<file path="config.mk">
export PLATFORM = sky130hd
export DESIGN_NAME = vga_board_renderer
export DESIGN_NICKNAME = d
export VERILOG_FILES = /design/src/rtl/vga_board_renderer.sv
export SDC_FILE = /design/constraint.sdc
export NUM_CORES = 1
export LEC_CHECK = 0
export ABC_AREA = 1
export CAP_MARGIN = 0
export CORE_UTILIZATION = 47
export CTS_CLUSTER_DIAMETER = 40
export CTS_CLUSTER_SIZE = 30
export DETAILED_ROUTE_END_ITERATION = 12
export GPL_ROUTABILITY_DRIVEN = 0
export PLACE_DENSITY = 0.8
export SLEW_MARGIN = 5
export SYNTH_ARGS = -nofsm -noshare
export SYNTH_HDL_FRONTEND = slang
export SYNTH_SLANG_ARGS = --single-unit
</file>
<file path="constraint.sdc">
create_clock -name clk -period 2.03 [get_ports clk]
set_input_delay 0.406 -clock clk [delete_from_list [all_inputs] [get_ports clk]]
set_output_delay 0.406 -clock clk [all_outputs]
set_load 0.02 [all_outputs]
</file>
<file path="src/rtl/vga_board_renderer.sv">
// 640x480@60 VGA timing plus a 2-stage board renderer that draws a snapshot of the game board.
// Optional GRID_LINES_EN draws a 1-px grid (12'h444) on the top/left edge of every board cell.
package game_state_pkg;
  localparam int BOARD_ROWS = 20;
  localparam int BOARD_COLS = 10;

  typedef struct packed {
    logic [BOARD_ROWS-1:0][BOARD_COLS-1:0] board;
  } game_state_t;
endpackage

module vga_board_renderer #(
  parameter int          ROWS      = 20,
  parameter int          COLS      = 10,
  parameter int          CELL_LOG2 = 4,
  parameter int          X0        = 240,
  parameter int          Y0        = 80,
  parameter logic [11:0] EMPTY_RGB = 12'h222,
  parameter logic [11:0] FILL_RGB  = 12'h0F0,
  parameter logic [11:0] BG_RGB    = 12'h000,
  parameter int          H_VIS     = 640,
  parameter int          H_FP      = 16,
  parameter int          H_SYNC    = 96,
  parameter int          H_BP      = 48,
  parameter int          V_VIS     = 480,
  parameter int          V_FP      = 10,
  parameter int          V_SYNC    = 2,
  parameter int          V_BP      = 33
) (
  input  logic                        clk,
  input  logic                        reset,
  input  game_state_pkg::game_state_t VGA_frame,
  output logic                        VGA_new_frame_ready,
  output logic                        hsync,
  output logic                        vsync,
  output logic [11:0]                 rgb,
  output logic [9:0]                  hcount,
  output logic [9:0]                  vcount
);
  localparam int H_TOTAL = H_VIS + H_FP + H_SYNC + H_BP;
  localparam int V_TOTAL = V_VIS + V_FP + V_SYNC + V_BP;
  localparam int H_SS    = H_VIS + H_FP;
  localparam int H_SE    = H_SS + H_SYNC;
  localparam int V_SS    = V_VIS + V_FP;
  localparam int V_SE    = V_SS + V_SYNC;
  localparam int RW      = $clog2(ROWS);
  localparam int CW      = $clog2(COLS);

  // ---------------- stage 0: counters ----------------
  logic [9:0] r_h, r_v;
  logic [9:0] w_h_nxt, w_v_nxt;
  logic       r_rdy;

  always_comb begin
    w_h_nxt = r_h + 10'd1;
    w_v_nxt = r_v;
    if (r_h == 10'(H_TOTAL - 1)) begin
      w_h_nxt = '0;
      w_v_nxt = (r_v == 10'(V_TOTAL - 1)) ? '0 : r_v + 10'd1;
    end
  end

  // Pulse is decoded from next-state so it is high while stage 0 sits at (0, V_VIS).
  always_ff @(posedge clk) begin
    if (reset) begin
      r_h   <= '0;
      r_v   <= '0;
      r_rdy <= 1'b0;
    end else begin
      r_h   <= w_h_nxt;
      r_v   <= w_v_nxt;
      r_rdy <= (w_h_nxt == '0) && (w_v_nxt == 10'(V_VIS));
    end
  end

  assign hcount              = r_h;
  assign vcount              = r_v;
  assign VGA_new_frame_ready = r_rdy;

  // ---------------- snapshot ----------------
  logic [ROWS-1:0][COLS-1:0] r_snap;

  always_ff @(posedge clk) begin
    if (reset)
      r_snap <= '0;
    else if (r_h == '0 && r_v == 10'(V_TOTAL - 1))
      r_snap <= VGA_frame.board;
  end

  // ---------------- stage 1: geometry ----------------
  logic [10:0] w_dx, w_dy;
  logic        w_vis, w_inb, w_hs, w_vs;

  // 11-bit unsigned offsets: pixels left of / above the board wrap large and fail the compare.
  assign w_dx  = {1'b0, r_h} - 11'(X0);
  assign w_dy  = {1'b0, r_v} - 11'(Y0);
  assign w_inb = (w_dx < 11'(COLS << CELL_LOG2)) && (w_dy < 11'(ROWS << CELL_LOG2));
  assign w_vis = (r_h < 10'(H_VIS)) && (r_v < 10'(V_VIS));
  assign w_hs  = !((r_h >= 10'(H_SS)) && (r_h < 10'(H_SE)));
  assign w_vs  = !((r_v >= 10'(V_SS)) && (r_v < 10'(V_SE)));

  logic          r1_vis, r1_inb, r1_hs, r1_vs;
  logic [RW-1:0] r1_row;
  logic [CW-1:0] r1_col;
`ifdef GRID_LINES_EN
  logic [CELL_LOG2-1:0] r1_ox, r1_oy;
`endif

  always_ff @(posedge clk) begin
    if (reset) begin
      r1_vis <= 1'b0;
      r1_inb <= 1'b0;
      r1_hs  <= 1'b1;
      r1_vs  <= 1'b1;
      r1_row <= '0;
      r1_col <= '0;
`ifdef GRID_LINES_EN
      r1_ox  <= '0;
      r1_oy  <= '0;
`endif
    end else begin
      r1_vis <= w_vis;
      r1_inb <= w_inb;
      r1_hs  <= w_hs;
      r1_vs  <= w_vs;
      // Indices are zeroed outside the board so the snapshot lookup never goes out of range.
      r1_row <= w_inb ? RW'(w_dy >> CELL_LOG2) : '0;
      r1_col <= w_inb ? CW'(w_dx >> CELL_LOG2) : '0;
`ifdef GRID_LINES_EN
      r1_ox  <= w_dx[CELL_LOG2-1:0];
      r1_oy  <= w_dy[CELL_LOG2-1:0];
`endif
    end
  end

  // ---------------- stage 2: colour ----------------
  logic [11:0] w_pix;

  always_comb begin
    w_pix = EMPTY_RGB;
    if (!r1_vis)
      w_pix = 12'h000;
    else if (!r1_inb)
      w_pix = BG_RGB;
`ifdef GRID_LINES_EN
    else if (r1_ox == '0 || r1_oy == '0)
      w_pix = 12'h444;
`endif
    else if (r_snap[r1_row][r1_col])
      w_pix = FILL_RGB;
  end

  always_ff @(posedge clk) begin
    if (reset) begin
      rgb   <= '0;
      hsync <= 1'b1;
      vsync <= 1'b1;
    end else begin
      rgb   <= w_pix;
      hsync <= r1_hs;
      vsync <= r1_vs;
    end
  end

endmodule

</file>
==> Implementation_results.wiki, run 1 <==
{| class="wikitable"
! Metric !! Value
|-
| Outcome || finished with violations
|-
| Violated checks || setup timing
|-
| Setup repair after global routing missed its margin || true
|-
| Count of different cell masters after synthesis || 38
|-
| Post-synthesis sequential element count || 239
|-
| Max capacitance violation total || 0
|-
| Share of cells above drive strength 1 || 17.0%
|-
| Peak clock frequency supported by timing || 0.453 GHz
|-
| Number of instances in the synthesized netlist || 1684
|-
| Crit path arrival time || 2620 ps
|-
| Starting Density || 48.2%
|-
| Number of buffers inserted by port buffering || 230
|-
| Final standard cell utilization of the core || 72.9%
|-
| Area growth, synth to finish || 51.3%
|-
| Residual antenna-violating net count after detailed routing || 0
|-
| Largest delay share family, worst path || buffers and inverters
|-
| Via count of the routed design || 12700
|-
| Crit path top cell by count || sky130_fd_sc_hd__inv_2
|-
| Most frequent standard cell in the layout excluding fill and tap cells || sky130_fd_sc_hd__inv_1
|-
| Total of hold buffers inserted after clock tree synthesis || 0
|-
| CTS HTree Levels || 2
|-
| Number of placed I/O pins || 237
|-
| Slowest library cell on the worst path || sky130_fd_sc_hd__dfxtp_2
|-
| Clock latency on the worst-skew pair || 520 ps
|-
| Post-layout worst setup margin || -178 ps
|-
| Synth Cell Area || 11400 µm²
|-
| Final total negative setup slack || -2160 ps
|-
| Initial antenna violation count || 4
|-
| Final Hold Viols || 0
|-
| Total wire length || 40800 µm
|-
| Endpoint of the worst register-to-register path || r_snap[56]
|-
| Type of origin of the critical path || register
|-
| Mean instance size in the synthesized netlist || 6.76 µm²
|-
| GRT Overall Usage || 26.6%
|-
| Buffers and inverters on the worst path || 8
|-
| Number of global-route vias before repair || 11000
|-
| Total power density per cell area || 679 nW/µm²
|-
| Highest fanout seen on the critical path || 7
|-
| DRC marker count from the first detailed-route iteration || 1231
|-
| Start point of the worst min-delay path || r1_vs
|-
| Number of buffers added by the clock tree synthesis step || 35
|-
| Total half-perimeter wirelength after legalization and detailed placement || 22900 µm
|-
| Die Area || 24800 µm²
|-
| Routed length per placed instance || 17.7 µm
|-
| Nets || 2174
|-
| Maximum vdd ir drop || 0.504 mV
|-
| R2R Setup Slk || -180 ps
|-
| Total leakage power || 7.79 nW
|-
| Number of setup violations in the final report || 53
|-
| Clock tree from TritonCTS || yes
|-
| Final number of max-transition violations || 0
|-
| Fin crit period || 2210 ps
|-
| Largest net degree at the start of global routing || 108
|-
| CTS Root Buffer Type || sky130_fd_sc_hd__clkbuf_16
|-
| Chip height || 158 µm
|-
| Largest stage delay on the critical path || 320 ps
|-
| Total number of clock tree sinks || 239
|-
| Worst flop-to-flop path startpoint || vcount[4]
|-
| Detailed-router iteration count before antenna repair || 7
|-
| Start-to-end type of the worst setup path || register to register
|-
| Max-slew headroom at the worst pin || 58.0%
|-
| Total gr overflow || 0
|-
| DIE WIDTH || 158 µm
|-
| Ratio of routed vias to standard cells || 5.52
|-
| Capturing element type of the critical path || register
|-
| Number of remaining DRC errors || 0
|-
| Floorplan core area || 23600 µm²
|-
| Endpoint of the worst hold path || vsync
|-
| Share of synthesized area occupied by flip-flops and latches || 42.0%
|-
| Cell Chain, Critical Path || inv_2, ha_4, inv_4, nor2_4, nand3_2, nor3_4, inv_2, nor4_4, buf_4, buf_6, buf_12, buf_8, clkbuf_16, o21ai_2, a21oi_1
|-
| Yosys Warn Count || 0
|-
| Hold depth || 1
|-
| Maximum clock insertion buffer count || 3
|-
| Clk slew on worst S/H paths || 50 ps
|-
| Req. time, crit path || 2450 ps
|-
| Worst-case reg-to-reg path depth || 15
|-
| Path category of the worst min-delay check || register to register
|-
| Share of the clock period used by the worst path after layout || 109%
|-
| Pre-CTS setup slack || -85.5 ps
|-
| Standard-cell row count || 56
|-
| Slew at the pin with the worst max-slew slack || 630 ps
|-
| Most used cells in the layout excluding fill and tap cells || sky130_fd_sc_hd__inv_1, sky130_fd_sc_hd__nand2_1, sky130_fd_sc_hd__dfxtp_1, sky130_fd_sc_hd__clkdlybuf4s50_1, sky130_fd_sc_hd__a21oi_1
|-
| Post-route clock skew || 18.9 ps
|-
| First-pass GRT wire length || 52800 µm
|}
==> how the worst max path moves through the flow <==
stage	start	end	slack [ps]	depth (start not counted)
after CTS	vcount[4]	r_snap[5]	-2	12
final	vcount[4]	r_snap[56]	-180	15
after floorplan	vcount[4]	r_snap[162]	-10	11
after global routing	vcount[4]	r_snap[56]	-280	15
after detailed placement	vcount[4]	r_snap[124]	-90	12
after global placement	vcount[4]	r_snap[131]	20	12
==> kinds of logic (layout without fill, tap and decap cells) <==
logic type                 Yosys count  count (layout)  synth area share, %
AOI/OAI and AO/OA                  499             499                 22.4
xor gates and xnor gates             9               9                0.693
adders and majority gates           11              11                 1.21
buffers and inverters              443             737                 15.9
DFF                                239             239                 42.0
other                                1               9               0.0329
and+or+nand+nor                    482             482                 17.7
==> through the flow <==
stage	instances	power (mW)	hold slack, ps	cell area, µm²
finish	2305	11.7	405	17200
floorplan	1689	4.98	389	11400
global route	2304	11.9	419	17200
detailed placement	2173	5.44	393	14100
global placement	2173	5.44	394	14100
CTS	2237	11.7	405	15400
==> registers in the layout (all words and copies together), names as in the netlist, 3 cells and up <==
signal / cells
r1_row: 5
r_snap: 200
rgb: 3
vcount: 10
r1_col: 4
hcount: 10
==> per-layer routing <==
| layer | wire length [µm] | global-route usage (%) | up-vias |
|---|---|---|---|
| met1 | 15500 | 33.9 | 5916 |
| met4 | 2100 | 11.2 | 2 |
| li1 | - | - | 5856 |
| met5 | 13 | 0 | - |
| met2 | 19500 | 44.5 | 780 |
| met3 | 3750 | 4.33 | 181 |
==> power by group <==
group / leakage [nW] / internal (mW) / switching, mW
clock network: 0.584 / 4.04 / 2.26
logic: 5.28 / 0.409 / 0.283
registers: 1.93 / 4.70 / 0.00849
==> synth_stat cells <==
| cell type | count | area [µm²] |
|---|---|---|
| sky130_fd_sc_hd__a31oi_1 | 1 | 6.26 |
| sky130_fd_sc_hd__or2_2 | 6 | 37.5 |
| sky130_fd_sc_hd__o22ai_1 | 10 | 62.6 |
| sky130_fd_sc_hd__o21ai_1 | 1 | 5.00 |
| sky130_fd_sc_hd__buf_1 | 2 | 7.51 |
| sky130_fd_sc_hd__xnor2_1 | 2 | 17.5 |
| sky130_fd_sc_hd__o211ai_1 | 8 | 60.1 |
| sky130_fd_sc_hd__ha_1 | 11 | 138 |
| sky130_fd_sc_hd__buf_4 | 19 | 143 |
| sky130_fd_sc_hd__nand3_1 | 78 | 390 |
| sky130_fd_sc_hd__nor3_2 | 2 | 20.0 |
| sky130_fd_sc_hd__conb_1 | 1 | 3.75 |
| sky130_fd_sc_hd__nor4_1 | 1 | 6.26 |
| sky130_fd_sc_hd__clkinv_1 | 3 | 11.3 |
| sky130_fd_sc_hd__a221oi_1 | 1 | 8.76 |
| sky130_fd_sc_hd__nor4b_1 | 1 | 8.76 |
| sky130_fd_sc_hd__nand2_2 | 2 | 12.5 |
| sky130_fd_sc_hd__inv_1 | 315 | 1180 |
| sky130_fd_sc_hd__nor4_4 | 1 | 21.3 |
| sky130_fd_sc_hd__o31ai_1 | 1 | 7.51 |
| sky130_fd_sc_hd__nand4_4 | 1 | 21.3 |
| sky130_fd_sc_hd__nand3b_1 | 2 | 15.0 |
| sky130_fd_sc_hd__a22o_1 | 2 | 17.5 |
| sky130_fd_sc_hd__nand4_1 | 3 | 18.8 |
| sky130_fd_sc_hd__xor2_1 | 7 | 61.3 |
| sky130_fd_sc_hd__nor2_1 | 111 | 417 |
| sky130_fd_sc_hd__nor3_1 | 8 | 40.0 |
| sky130_fd_sc_hd__clkinv_2 | 1 | 5.00 |
| sky130_fd_sc_hd__dfxtp_1 | 239 | 4780 |
| sky130_fd_sc_hd__a21oi_1 | 213 | 1070 |
| sky130_fd_sc_hd__o21a_1 | 1 | 7.51 |
| sky130_fd_sc_hd__buf_2 | 60 | 300 |
| sky130_fd_sc_hd__inv_2 | 4 | 15.0 |
| sky130_fd_sc_hd__a21boi_0 | 2 | 15.0 |
| sky130_fd_sc_hd__clkbuf_1 | 39 | 146 |
| sky130_fd_sc_hd__nand2_1 | 265 | 995 |
| sky130_fd_sc_hd__o21ai_0 | 259 | 1300 |
| sky130_fd_sc_hd__nor2_4 | 1 | 11.3 |
==> layout make-up <==
class	count	area, µm²
clock buffers	41	928
diodes	3	7.51
well taps	319	399
fillers	1678	6390
flip-flops and latches	239	4800
clock inverters	18	268
multi-input cells	1007	5430
inverters	323	1220
repair buffers	355	4180
==> what timing repair did <==
action                                  CTS  global route
gates resized for setup                  10           323
endpoints found under the setup margin  110           217
cloned                                    1            35
setup buffers                             4            31
pin swaps                                 0            34
No activity file was read; power rests on OpenSTA's default activity.
==> inputs of run 2 (changes only) <==
- CORE_MARGIN: default -> 2
==> run 2 against run 1 <==
Compared with the run above: the flow still finishes with violations (setup timing); sequential power about the same; via count decreased by 4.4%; utilization decreased by 3.4 points; clock power decreased by 4.0%; non-clock buffer count decreased by 14; sequential share of layout area increased by 1.3 points; critical endpoint is now r_snap[114]; fmax increased by 6.8%; critical path depth decreased by 1; register-to-register slack improved by 140 ps; design area decreased by 4.6%.
==> Implementation_results.wiki, run 2 (same netlist as run 1, synthesis figures left out) <==
{| class="wikitable"
! Metric !! Value
|-
| Capturing element type of the critical path || register
|-
| Final standard cell utilization of the core || 69.6% (-3.4 points)
|-
| Maximum clock insertion buffer count || 3 (unchanged)
|-
| Routed length per placed instance || 16.7 µm (-5.8%)
|-
| Req. time, crit path || 2450 ps (about the same)
|-
| Post-detailed-placement cell area || 14200 µm² (+0.92%)
|-
| CTS HTree Levels || 2 (unchanged)
|-
| Register area || 4790 µm² (about the same)
|-
| Worst flop-to-flop path startpoint || vcount[5]
|-
| Post-route cell area || 16400 µm² (-4.6%)
|-
| Floorplan core area || 23600 µm² (unchanged)
|-
| Total wire length || 38300 µm (-6.3%)
|-
| Share of the clock period used by the worst path after layout || 102% (-6.9 points)
|-
| Share of cells above drive strength 1 || 11.7% (-5.4 points)
|-
| Number of placed I/O pins || 237 (unchanged)
|-
| Setup repair after global routing missed its margin || true
|-
| Number of remaining DRC errors || 0 (unchanged)
|-
| Final number of max-transition violations || 0 (unchanged)
|-
| Number of buffers added by the clock tree synthesis step || 34 (-2.9%)
|-
| Path category of the worst min-delay check || register to register
|-
| Maximum vdd ir drop || 0.416 mV (-17%)
|-
| Total leakage power || 7.65 nW (-1.8%)
|-
| Max capacitance violation total || 0 (unchanged)
|-
| Start point of the worst min-delay path || r1_hs
|-
| Final Hold Viols || 0 (unchanged)
|-
| Most used cells in the layout excluding fill and tap cells || sky130_fd_sc_hd__inv_1, sky130_fd_sc_hd__nand2_1, sky130_fd_sc_hd__o21ai_0, sky130_fd_sc_hd__dfxtp_1, sky130_fd_sc_hd__clkdlybuf4s50_1
|-
| Clock latency on the worst-skew pair || 520 ps (about the same)
|-
| Chip height || 160 µm (+1.3%)
|-
| Total gr overflow || 0 (unchanged)
|-
| Post-layout instance count excluding filler cells || 2294 (-0.48%)
|-
| DRC marker count from the first detailed-route iteration || 1310 (+6.4%)
|-
| Register bank with the most flops || r_snap
|-
| CTS Root Buffer Type || sky130_fd_sc_hd__clkbuf_16
|-
| Peak clock frequency supported by timing || 0.484 GHz (+6.8%)
|-
| Number of global-route vias before repair || 11000 (-0.27%)
|-
| Residual antenna-violating net count after detailed routing || 0 (unchanged)
|-
| First-pass GRT wire length || 54200 µm (+2.6%)
|-
| Most frequent standard cell in the layout excluding fill and tap cells || sky130_fd_sc_hd__inv_1
|-
| Initial antenna violation count || 5 (+1)
|-
| GRT Overall Usage || 25.9% (-0.73 points)
|-
| Type of origin of the critical path || register
|-
| Ratio of routed vias to standard cells || 5.31 (-3.9%)
|-
| Detailed-router iteration count before antenna repair || 9 (+2)
|-
| Via count of the routed design || 12200 (-4.4%)
|-
| Clk slew on worst S/H paths || 60 ps (about the same)
|-
| Final total negative setup slack || -36.8 ps (+2120 ps)
|-
| Hold WS || 404 ps (-0.747 ps)
|-
| Nets || 2159 (-0.69%)
|-
| Starting Density || 48.2% (unchanged)
|-
| Total half-perimeter wirelength after legalization and detailed placement || 23600 µm (+3.1%)
|-
| Total design power || 11.4 mW (-2.5%)
|-
| Post-route clock skew || 26.7 ps (+7.75 ps)
|-
| Violated checks || setup timing
|-
| Total number of clock tree sinks || 239 (unchanged)
|-
| Area of combinational cells with multiple inputs || 4950 µm² (-8.8%)
|-
| Pre-CTS setup slack || -244 ps (-158 ps)
|-
| Standard-cell row count || 56 (unchanged)
|-
| Number of setup violations in the final report || 1 (-98%)
|-
| DIE WIDTH || 160 µm (+1.3%)
|-
| Number of buffers inserted by port buffering || 230 (unchanged)
|-
| Highest fanout seen on the critical path || 8 (+1)
|-
| Largest net degree at the start of global routing || 83 (-23%)
|-
| Post-layout worst setup margin || -36.8 ps (+141 ps)
|-
| Fin crit period || 2070 ps (-141 ps)
|-
| Die Area || 25500 µm² (+2.6%)
|-
| Area growth, synth to finish || 44.3%
|-
| Crit path arrival time || 2490 ps (-130 ps)
|-
| Max reg flops || 200 (unchanged)
|-
| Total power density per cell area || 695 nW/µm² (+2.3%)
|-
| Placed insts || 2182 (+0.41%)
|-
| Start point of the critical path || vcount[5]
|-
| Number of fill cells in the layout || 1809 (+7.8%)
|-
| Clock tree from TritonCTS || yes
|-
| Start-to-end type of the worst setup path || register to register
|-
| Outcome || finished with violations
|}
[run 2: changes by cell type in the layout (fill, tap and decap cells not counted), sizes merged]
cell,previous run,this run
inv,325,332
dlygate4sd2,1,4
clkdlybuf4s50,222,219
buf,102,93
diode,3,4
bufinv,6,1
clkbuf,64,62
clkinv,8,5
[run 2: timing repair]
action | in CTS | in global routing
buffers inserted | 0 | 19
hold buffers | 0 | 0
pin swaps | 0 | 2
setup endpoints to repair | 12 | 218
resized for setup | 14 | 101
cloned | 0 | 28
[run 2: per-layer routing]
layer	routed length (µm)	vias up	GRT usage [%]
met2	17900	682	42.5
met4	1640	2	11.2
met3	3680	132	5.90
met5	10	-	0
met1	15000	5517	32.8
li1	-	5845	-
[run 2: cell type report]
type	count	share of cell area [%]
diodes	4	0.0609
well taps	319	2.43
inverters	323	7.45
flip-flops and latches	239	29.2
multi-input cells	1007	30.1
clock inverters	17	1.11
repair buffers	341	23.6
clock buffers	44	5.98
[run 2: final timing paths]
check / end / slack, ps / cells past startpoint
setup / recovery: r_snap[114] / -40 / 14
hold / removal: hsync / 400 / 1
setup reg to reg: r_snap[114] / -40 / 14
hold reg to reg: hsync / 400 / 1
[run 2: critical path, cell delays in order (launching register included)]
cell and delay (ps):
sky130_fd_sc_hd__dfxtp_2 320, sky130_fd_sc_hd__inv_2 70, sky130_fd_sc_hd__ha_4 140, sky130_fd_sc_hd__inv_2 40, sky130_fd_sc_hd__nor2_4 90, sky130_fd_sc_hd__nand3_2 80, sky130_fd_sc_hd__nor3_2 150, sky130_fd_sc_hd__inv_2 60
sky130_fd_sc_hd__nor4_4 140, sky130_fd_sc_hd__buf_6 180, sky130_fd_sc_hd__buf_12 110, sky130_fd_sc_hd__clkbuf_16 160, sky130_fd_sc_hd__clkbuf_16 160, sky130_fd_sc_hd__o21ai_0 90, sky130_fd_sc_hd__a21oi_1 200
[run 2: report_power, final]
group | internal [mW] | leakage (nW) | switching, mW
registers | 4.70 | 1.93 | 0.00652
logic | 0.408 | 5.15 | 0.251
clock network | 3.65 | 0.568 | 2.40
total | 8.75 | 7.65 | 2.66
==> inputs of run 3 (changes only) <==
- CORE_UTILIZATION: 47 -> 50
- PLACE_DENSITY: 0.8 -> 0.81
- clock period: 2.03 -> 2.6 ns (I/O delays scaled with it)
==> run 3 against run 2 <==
Compared with the run above: the flow now finishes without violations; cell count shrank 4.4%; utilization is 0.88 points lower; design area fell by 5.9%; routed wire length down 7.3%; power down 20%; sequential share of layout area is 1.8 points higher; clock skew fell by 14 ps; largest power group unchanged; fmax decreased by 16%.
==> Implementation_results.wiki, run 3 (same netlist as run 1, synthesis figures left out) <==
{| class="wikitable"
! Metric !! Value
|-
| Start point of the critical path || vcount[4]
|-
| Standard-cell row count || 55 (-1.8%)
|-
| Total of hold buffers inserted after clock tree synthesis || 0 (unchanged)
|-
| Total power density per cell area || 587 nW/µm² (-15%)
|-
| Via count of the routed design || 11700 (-3.8%)
|-
| Number of placed I/O pins || 237 (unchanged)
|-
| Max capacitance violation total || 0 (unchanged)
|-
| Hold WS || 410 ps (+5.94 ps)
|-
| Most used cells in the layout excluding fill and tap cells || sky130_fd_sc_hd__inv_1, sky130_fd_sc_hd__nand2_1, sky130_fd_sc_hd__o21ai_0, sky130_fd_sc_hd__dfxtp_1, sky130_fd_sc_hd__clkdlybuf4s50_1
|-
| Highest fanout seen on the critical path || 21 (+13)
|-
| Outcome || completed
|-
| Number of global-route vias before repair || 10600 (-3.0%)
|-
| Cell Chain, Critical Path || inv_2, ha_1, inv_1, nor2_2, nand3_1, nor3_4, inv_2, nor4_4, buf_6, buf_16, buf_16, o21ai_0, a21oi_1
|-
| Crit path arrival time || 2870 ps (+380 ps)
|-
| Req. time, crit path || 3010 ps (+560 ps)
|-
| Register bank with the most flops || r_snap
|-
| Number of setup violations in the final report || 0 (-1)
|-
| DIE WIDTH || 155 µm (-3.0%)
|-
| Number of buffers inserted by port buffering || 230 (unchanged)
|-
| Total number of clock tree sinks || 239 (unchanged)
|-
| Starting Density || 50.6% (+2.4 points)
|-
| CTS HTree Levels || 2 (unchanged)
|-
| Capturing element type of the critical path || register
|-
| Maximum clock insertion buffer count || 3 (unchanged)
|-
| Slew at the pin with the worst max-slew slack || 641 ps
|-
| Worst flop-to-flop path startpoint || vcount[4]
|-
| Path category of the worst min-delay check || register to register
|-
| Type of origin of the critical path || register
|-
| Final number of max-transition violations || 0 (unchanged)
|-
| Routed length per placed instance || 16.2 µm (-3.1%)
|-
| Peak clock frequency supported by timing || 0.406 GHz (-16%)
|-
| Max-slew headroom at the worst pin || 57.2%
|-
| Area growth, synth to finish || 35.8%
|-
| Crit path capture || r_snap[132]
|-
| Clock latency on the worst-skew pair || 510 ps (about the same)
|-
| Maximum vdd ir drop || 0.347 mV (-16%)
|-
| Total wire length || 35500 µm (-7.3%)
|-
| Largest net degree at the start of global routing || 129 (+55%)
|-
| Number of remaining DRC errors || 0 (unchanged)
|-
| Max reg flops || 200 (unchanged)
|-
| Chip height || 155 µm (-3.0%)
|-
| Clock tree from TritonCTS || yes
|-
| Number of buffers added by the clock tree synthesis step || 34 (unchanged)
|-
| Total gr overflow || 0 (unchanged)
|-
| Die Area || 24000 µm² (-5.9%)
|-
| Final Hold Viols || 0 (unchanged)
|-
| Initial antenna violation count || 4 (-1)
|-
| Residual antenna-violating net count after detailed routing || 0 (unchanged)
|-
| R2R Setup Slk || 140 ps (+170 ps)
|-
| Fin crit period || 2460 ps (+397 ps)
|-
| Share of cells above drive strength 1 || 6.61% (-5.1 points)
|-
| Worst-case reg-to-reg path depth || 13 (-1)
|-
| Most frequent standard cell in the layout excluding fill and tap cells || sky130_fd_sc_hd__inv_1
|-
| Detailed-router iteration count before antenna repair || 6 (-3)
|-
| Clk slew on worst S/H paths || 60 ps (about the same)
|-
| Total leakage power || 7.06 nW (-7.7%)
|-
| GRT Overall Usage || 27.1% (+1.2 points)
|-
| Total half-perimeter wirelength after legalization and detailed placement || 22900 µm (-3.0%)
|-
| Nets || 2092 (-3.1%)
|-
| Number of fill cells in the layout || 1824 (+0.83%)
|-
| CTS Root Buffer Type || sky130_fd_sc_hd__clkbuf_16
|-
| Start-to-end type of the worst setup path || register to register
|-
| Ratio of routed vias to standard cells || 5.34 (+0.63%)
|-
| Final total negative setup slack || 0 ps (+36.8 ps)
|-
| First-pass GRT wire length || 52900 µm (-2.4%)
|-
| Floorplan core area || 22500 µm² (-4.7%)
|-
| Slowest library cell on the worst path || sky130_fd_sc_hd__dfxtp_2
|-
| Endpoint of the worst register-to-register path || r_snap[132]
|-
| DRC marker count from the first detailed-route iteration || 1082 (-17%)
|-
| Largest stage delay on the critical path || 360 ps (+40 ps)
|-
| Post-route clock skew || 12.3 ps (-14.4 ps)
|-
| Share of the clock period used by the worst path after layout || 94.8% (-7.1 points)
|}
run 3: changes by cell type in the layout (fill, tap and decap cells not counted), sizes merged:
cell	before	now
buf	93	34
clkdlybuf4s50	219	230
inv	332	323
dlymetal6s2s	7	0
dlygate4sd2	4	0
bufinv	1	4
clkbuf	62	60
clkinvlp	2	3
diode	4	3
run 3: worst max-delay path: cells and delay by family (launching register included):
kind	cells	cell delay, ps
DFF	1	360
buffers and inverters	6	760
adders and majority gates	1	200
AOI/OAI and AO/OA	2	310
and+or+nand+nor	4	730
run 3: power by group:
part           switching (mW)  internal (mW)
logic                   0.190          0.311
clock network            1.70           3.20
registers             0.00518           3.67
run 3: metal layers:
| metal | global-route usage (%) | wire length (µm) | vias to the layer above |
|---|---|---|---|
| met4 | 10.5 | 1140 | 2 |
| met2 | 45.1 | 17000 | 550 |
| li1 | - | - | 5687 |
| met1 | 35.0 | 14800 | 5391 |
| met5 | 0 | 16 | - |
| met3 | 4.85 | 2560 | 85 |
run 3: layout make-up:
| class | instances | area [µm²] | area share [%] |
|---|---|---|---|
| clock inverter | 12 | 179 | 1.16 |
| timing repair buffer | 274 | 3040 | 19.7 |
| clock buffer | 50 | 1050 | 6.77 |
| inverter | 323 | 1220 | 7.87 |
| sequential | 239 | 4790 | 31.0 |
| tap | 285 | 357 | 2.31 |
| antenna | 3 | 7.51 | 0.0486 |
| multi-input combinational | 1007 | 4820 | 31.2 |
run 3: worst min path at each step:
stage | startpoint | endpoint | slack (ps) | cells after the start
after global routing | r1_vs | vsync | 430 | 1
after global placement | r1_hs | hsync | 390 | 1
final | r1_hs | hsync | 410 | 1
after CTS | r1_hs | hsync | 410 | 1
after detailed placement | r1_vs | vsync | 400 | 1
after floorplan | r1_hs | hsync | 390 | 1
run 3: through the flow:
stage          instances  power, mW  utilization (%)  setup WS [ps]  cell area [µm²]
6_report            2193       9.08             68.7            136            15500
5_1_grt             2193       9.31             68.7          -47.5            15500
4_1_cts             2176       9.11             67.1           29.2            15100
3_5_place_dp        2114       4.25             61.6           94.9            13900
3_3_place_gp        2114       4.24             61.6            266            13900
2_1_floorplan       1689       3.89                -            556            11400
run 3: repair_timing:
action | CTS | global route
setup buffers | 0 | 4
resized for setup | 0 | 16
endpoints found under the setup margin | 0 | 167
